`src/rtl/rt_mem_pkg.sv`:
```
// rt_mem_pkg: shared state encoding and constants for the racetrack memory preloader
package rt_mem_pkg;
    typedef enum logic [2:0] {
        IDLE,
        COLLECT,
        ISSUE,
        WAIT_VALID,
        GAP,
        SETTLE,
        DONE,
        ERROR
    } loader_state_e;
    localparam int WORD_BYTES = 4;
    localparam logic [3:0] BE_ALL = 4'hF;
endpackage

```
`src/rtl/rt_byte_packer.sv`:
```
// rt_byte_packer: byte handshake and little-endian 4-lane word assembly
module rt_byte_packer (
    input  logic        clk_i,
    input  logic        rst_i,
    input  logic        clr_i,
    input  logic        en_i,
    input  logic        byte_valid_i,
    input  logic [7:0]  byte_i,
    output logic        byte_ready_o,
    output logic        word_valid_o,
    output logic [31:0] word_o
);
    logic [1:0]  cnt_q, cnt_d;
    logic [23:0] lanes_q, lanes_d;
    logic        fire;

    assign byte_ready_o = en_i;
    assign fire         = en_i & byte_valid_i;
    assign word_valid_o = fire && cnt_q == 2'd3;
    // The 4th byte goes straight into the word so it can be registered by the caller this cycle
    assign word_o       = {byte_i, lanes_q};

    always_comb begin
        cnt_d   = clr_i ? 2'd0 : fire ? cnt_q + 2'd1 : cnt_q;
        lanes_d = clr_i ? '0 : lanes_q;
        if (!clr_i && fire && cnt_q != 2'd3) lanes_d[{cnt_q, 3'b000} +: 8] = byte_i;
    end

    always_ff @(posedge clk_i) begin
        if (rst_i) begin
            cnt_q   <= '0;
            lanes_q <= '0;
        end else begin
            cnt_q   <= cnt_d;
            lanes_q <= lanes_d;
        end
    end
endmodule

```
`src/rtl/rt_mem_loader.sv`:
```
// rt_mem_loader: packs a firmware byte stream into words, writes them over RAM port B, then releases fetch
module rt_mem_loader
    import rt_mem_pkg::*;
#(
    parameter int RAM_ADDR_WIDTH = 22,
    parameter int NUM_WORDS      = 4088,
    parameter int BASE_ADDR      = 0,
    parameter int SETTLE_CYCLES  = 3,
    parameter int TIMEOUT_CYCLES = 1024
) (
    input  logic                      clk_i,
    input  logic                      rst_i,
    input  logic                      start_i,
    input  logic                      byte_valid_i,
    input  logic [7:0]                byte_i,
    output logic                      byte_ready_o,
    output logic                      owner_o,
    output logic                      en_b_o,
    output logic                      we_b_o,
    output logic [3:0]                be_b_o,
    output logic [RAM_ADDR_WIDTH-1:0] addr_b_o,
    output logic [31:0]               wdata_b_o,
    input  logic                      rvalid_b_i,
    output logic [15:0]               words_loaded_o,
    output logic                      busy_o,
    output logic                      done_o,
    output logic                      error_o,
    output logic                      fetch_enable_o
);
    localparam int CNT_W = $clog2(TIMEOUT_CYCLES + SETTLE_CYCLES + 1) + 1;
    localparam logic [RAM_ADDR_WIDTH-1:0] BASE = RAM_ADDR_WIDTH'(BASE_ADDR);

    if (BASE_ADDR % WORD_BYTES != 0) begin : g_bad_align
        $error("BASE_ADDR must be word aligned");
    end
    if (longint'(BASE_ADDR) + longint'(WORD_BYTES) * longint'(NUM_WORDS) > (longint'(1) << RAM_ADDR_WIDTH)) begin : g_bad_range
        $error("image does not fit in the port-B address space");
    end
    if (NUM_WORDS >= 65536) begin : g_bad_words
        $error("NUM_WORDS must fit the 16-bit word counter");
    end
    if (TIMEOUT_CYCLES < 1) begin : g_bad_timeout
        $error("TIMEOUT_CYCLES must be at least 1");
    end

    loader_state_e             state_q, state_d;
    logic [RAM_ADDR_WIDTH-1:0] addr_q, addr_d;
    logic [15:0]               words_q, words_d;
    logic [CNT_W-1:0]          cnt_q, cnt_d;
    logic [31:0]               wdata_q, wdata_d, word;
    logic                      word_valid;

    rt_byte_packer u_packer (
        .clk_i        (clk_i),
        .rst_i        (rst_i),
        .clr_i        (state_q == IDLE),
        .en_i         (state_q == COLLECT),
        .byte_valid_i (byte_valid_i),
        .byte_i       (byte_i),
        .byte_ready_o (byte_ready_o),
        .word_valid_o (word_valid),
        .word_o       (word)
    );

    always_ff @(posedge clk_i) begin
        if (rst_i) begin
            state_q <= IDLE;
            addr_q  <= BASE;
            words_q <= '0;
            cnt_q   <= '0;
            wdata_q <= '0;
        end else begin
            state_q <= state_d;
            addr_q  <= addr_d;
            words_q <= words_d;
            cnt_q   <= cnt_d;
            wdata_q <= wdata_d;
        end
    end

    // cnt_q counts WAIT_VALID cycles from 1 and is reused to time SETTLE
    always_comb begin
        state_d = state_q;
        addr_d  = addr_q;
        words_d = words_q;
        cnt_d   = cnt_q;
        wdata_d = wdata_q;
        case (state_q)
            IDLE: if (start_i) begin
                state_d = COLLECT;
                addr_d  = BASE;
                words_d = '0;
            end
            COLLECT: if (word_valid) begin
                state_d = ISSUE;
                wdata_d = word;
            end
            ISSUE: begin
                state_d = WAIT_VALID;
                cnt_d   = CNT_W'(1);
            end
            WAIT_VALID: begin
                if (rvalid_b_i) state_d = GAP;
                else if (cnt_q >= CNT_W'(TIMEOUT_CYCLES - 1)) state_d = ERROR;
                else cnt_d = cnt_q + 1'b1;
            end
            GAP: begin
                addr_d  = addr_q + RAM_ADDR_WIDTH'(WORD_BYTES);
                words_d = words_q + 16'd1;
                cnt_d   = CNT_W'(1);
                state_d = words_d == 16'(NUM_WORDS) ? (SETTLE_CYCLES == 0 ? DONE : SETTLE) : COLLECT;
            end
            SETTLE: begin
                if (cnt_q >= CNT_W'(SETTLE_CYCLES)) state_d = DONE;
                else cnt_d = cnt_q + 1'b1;
            end
            default: ;
        endcase
    end

    always_comb begin
        owner_o        = !(state_q inside {IDLE, DONE, ERROR});
        busy_o         = owner_o;
        we_b_o         = owner_o;
        be_b_o         = owner_o ? BE_ALL : 4'h0;
        en_b_o         = state_q == ISSUE;
        done_o         = state_q == DONE;
        error_o        = state_q == ERROR;
        fetch_enable_o = state_q == DONE;
    end

    assign addr_b_o       = addr_q;
    assign wdata_b_o      = wdata_q;
    assign words_loaded_o = words_q;
endmodule

```
`config.mk`:
```
export PLATFORM = sky130hd
export DESIGN_NAME = rt_mem_loader
export DESIGN_NICKNAME = d
export VERILOG_FILES = /design/src/rtl/rt_mem_pkg.sv /design/src/rtl/rt_byte_packer.sv /design/src/rtl/rt_mem_loader.sv
export SDC_FILE = /design/constraint.sdc
export NUM_CORES = 1
export LEC_CHECK = 0
export ABC_AREA = 1
export BUFFER_PORTS_ARGS = -buffer_cell sky130_fd_sc_hd__buf_2
export CAP_MARGIN = 25
export CORE_MARGIN = 4
export CORE_UTILIZATION = 45
export DETAILED_ROUTE_END_ITERATION = 16
export GPL_TIMING_DRIVEN = 0
export PLACE_DENSITY_LB_ADDON = 0.1
export REMOVE_ABC_BUFFERS = 1
export SYNTH_ARGS = -nofsm -noshare
export SYNTH_HDL_FRONTEND = slang
export SYNTH_SLANG_ARGS = --single-unit
```
`constraint.sdc`:
```
create_clock -name clk_i -period 2.35 [get_ports clk_i]
set_input_delay 0.1175 -clock clk_i [delete_from_list [all_inputs] [get_ports clk_i]]
set_output_delay 0.1175 -clock clk_i [all_outputs]
set_load 0.01 [all_outputs]
```
==> impl_results.md <==
- Std-Cell Core Area: 11,420 sq um
- Clk root buf: clkbuf_16
- R2R cell count: 9
- CTS buffer count: 9
- Diode count: 0
- Drt wl/cell: 13.82 um
- Total of max-cap violations: 0
- Hold path start: byte_i[3]
- First-pass GRT wire length: 22,110 um
- Clock latency at the later pin of the worst-skew pair: 350 ps
- Yosys reg bits: 109
- Critical Path RT: 2550 ps
- Worst r2r dst: state_q[1]$_SDFFE_PP0P_
- Avg Cell Area, Syn: approximately 7 sq um
- Syn. warnings: 0
- Die Y-Extent: 116.0 um
- Post-CTS Hold Buffers: 0
- Rows: 39
- Net Switching: ~1.5 mW
- Top FF cell, synth: dfxtp_1
- CP max FO: 27
- Fmax: approximately 470 MHz
- Post-synth EDFFs: 0
- Combinational Power Share: 0.215
- Tmin final: ~2100 ps
- Filler Cell Count: 1,164
- Placer Congestion: roughly 0.8
- Final HPWL DP: 9018 um
- CTS tree: done
- RSZ-0062 raised after global routing: false
- Worst R2R Start: state_q[2]$_SDFFE_PP0P_
- CTS clk-pin slew, worst paths: roughly 70 ps
- Clock Path Buffers: 2
- Grt total ovfl: 0
- Worst Max-Slew Pin Slew: about 950 ps
- Vias in the first global route: ~4,800
- Endpoints failing setup: 0
- Layout Nets: 845
- Critical path launch point type: flop
- P_int: 3.126 mW
- Initial Util: 0.4600
- Status: complete, no violations
- DRT antenna net count: 0
- Hold Fails Final Rpt: 0
- TritonRoute pass-1 iters: 5
- Die Area: about 13,000 sq um
- Hold WC Path Type: in2reg
- Dpl cells: 949
- Register area share after synthesis: 0.4154
- Final hold slack: 40.92 ps
- Data arrival time of the worst path: 2330 ps
- DRT iter0 DRCs: 262
- H-tree levels: 3
- R2R Setup Slk: 220 ps
- Final Cycle Share: 0.9062
- Area delta synth->final: 18.18%
- Vias: 5,117
- P_leak: roughly 2.6 nW
- # DRC: 0
- Clk sinks: about 110
- Clock power share: 0.362
- PwrDens: 740.3 nW/um^2
- Net Sw Frac: 0.3198
- Sequential Power Share: 0.423
- Fin Clk Skew: 6.771 ps
- Maximum VDD drop: 625.1 uV
- DRT Wirelength: 13,420 um
- Synth async-reset ratio: 0
- Worst slew margin: 0.3637
- Yosys cell types: 41
- Largest net degree at the start of global routing: 90
- Hold Path Sink: u_packer.lanes_q[3]$_SDFF_PP0_
- Initial antenna violation count: 0
- Non-Filler Instances: 971
- Synth Instances: ~750
- Port-buffer cells: 92
- Mapped cell area: 5253 sq um
- Power Total: approximately 4.6 mW
- Chip width: 116.0 um
- CP Capture Type: flop
- Io pins: 95
- Hold Path Stages: 3
- Layout cells sized above 1: 0.1836
- GRT Util Overall: 0.2001
- Vias per cell: 5.270
- Crit path kind: reg2reg
- Slew Limit Fails: 0
- Post-layout util: 0.5436
## Yosys cell counts, drive strengths merged (6+ instances only)
cell	instances	area, sq um
a211oi	6	45.04
ha	9	112.6
inv	69	259.0
buf	16	105.1
a21oi	90	450.4
nand2	192	750.7
nor2	65	281.5
dfxtp	109	2182
nand4	14	87.58
clkbuf	25	93.84
o21ai	23	115.1
nand3	95	480.5
nor3	8	50.05
## cells by family after synthesis
family | after synthesis | share of synthesized area
buf+inv | 110 | 0.08718
xor+xnor | 3 | 0.005003
compound gates | 134 | 0.1415
other cells | 1 | 0.0007139
flops | 109 | 0.4154
fa+ha+maj | 9 | 0.02144
simple gates | 385 | 0.3287
## sequential cells by signal, indices dropped and copies added, names as in the netlist
signal	cells
u_packer.cnt_q	2
words_loaded_o	16
u_packer.lanes_q	24
wdata_b_o	32
addr_b_o	20
cnt_q	12
state_q	3
## placed cells by master, fill, tap and decap left out, types with 2 or more instances in the layout
cell type / n
buf_16: 2
nand4_1: 14
xor2_1: 3
nor2_4: 2
a32oi_1: 2
a221oi_1: 2
nand2_2: 5
nand2_1: 182
nor2_1: 57
inv_1: 59
dfxtp_1: 109
conb_1: 2
ha_1: 8
a21oi_1: 90
inv_2: 9
or2_2: 2
buf_4: 4
nand3_1: 94
bufinv_16: 2
nor2_8: 2
o21a_1: 2
inv_6: 3
nor4_1: 2
nand2_4: 5
a211oi_1: 6
nor3_1: 5
clkbuf_16: 9
a22oi_1: 2
o21ai_0: 22
nand3b_1: 5
nor2_2: 5
nor3_2: 3
buf_2: 91
o211ai_1: 2
clkinvlp_4: 2
## per-layer routing
metal / track usage / routed length, um
met1: 0.2798 / 6731
met2: 0.3119 / 5842
met3: 0.04230 / 675
met4: 0.05955 / 171
met5: 0 / 0
## per-stage QoR
stage                     TNS (ps)  worst slack [ps]  cell area, sq um
after detailed placement     -2867            -285.2              5772
after CTS                        0             4.219              6121
after floorplan             -734.6            -271.8              5057
final                            0             220.4              6207
after global routing             0             34.99              6207
after global placement      -58590             -1329              5697
## worst max-delay path by stage
stage	startpoint	endpoint	cells after the start	slack, ps
floorplan	u_packer.cnt_q[0]$_SDFFE_PP0P_	state_q[0]$_SDFFE_PP0P_	8	-270
global placement	u_packer.cnt_q[0]$_SDFFE_PP0P_	state_q[0]$_SDFFE_PP0P_	8	-1330
detailed placement	state_q[0]$_SDFFE_PP0P_	state_q[0]$_SDFFE_PP0P_	10	-290
CTS	state_q[0]$_SDFFE_PP0P_	cnt_q[4]$_SDFFE_PP0P_	9	4
global route	state_q[0]$_SDFFE_PP0P_	u_packer.lanes_q[18]$_SDFF_PP0_	13	30
finish	state_q[2]$_SDFFE_PP0P_	state_q[1]$_SDFFE_PP0P_	9	220
## worst max-delay path, stage by stage (launching register included)
cell and delay (ps):
dfxtp_1 500, inv_1 170, nand2_4 300, nor2_2 90, inv_1 340, o21ai_0 180
nand3_1 150, nor2_2 70, a21oi_1 130, nor2_1 50
## timing repair
item	4_1_cts	5_1_grt
resized for setup	6	8
gates cloned	1	1
pin swaps	0	1
setup buffers	0	4
endpoints found under the setup margin	30	49
## final cells by class
type                    count  area, sq um  share of cell area
clock buffers              10        229.0             0.03689
clock inverters             6        93.84             0.01512
inverters                  69        262.8             0.04233
multi-input cells         534         2680              0.4318
flip-flops and latches    109         2182              0.3515
well taps                 143        178.9             0.02882
repair buffers             99        575.6             0.09272
repair inverters            1        5.005           0.0008063
## power by group through the flow
stage	sequential [mW]	combinational, mW	clock, mW
after global placement	1.98	0.866	0
after global routing	1.95	1.10	1.77
after CTS	1.94	0.916	1.70
final	1.94	0.988	1.66
after detailed placement	1.98	0.897	0
after floorplan	1.97	0.574	0
Note: power is estimated with default switching activity, not from simulation.
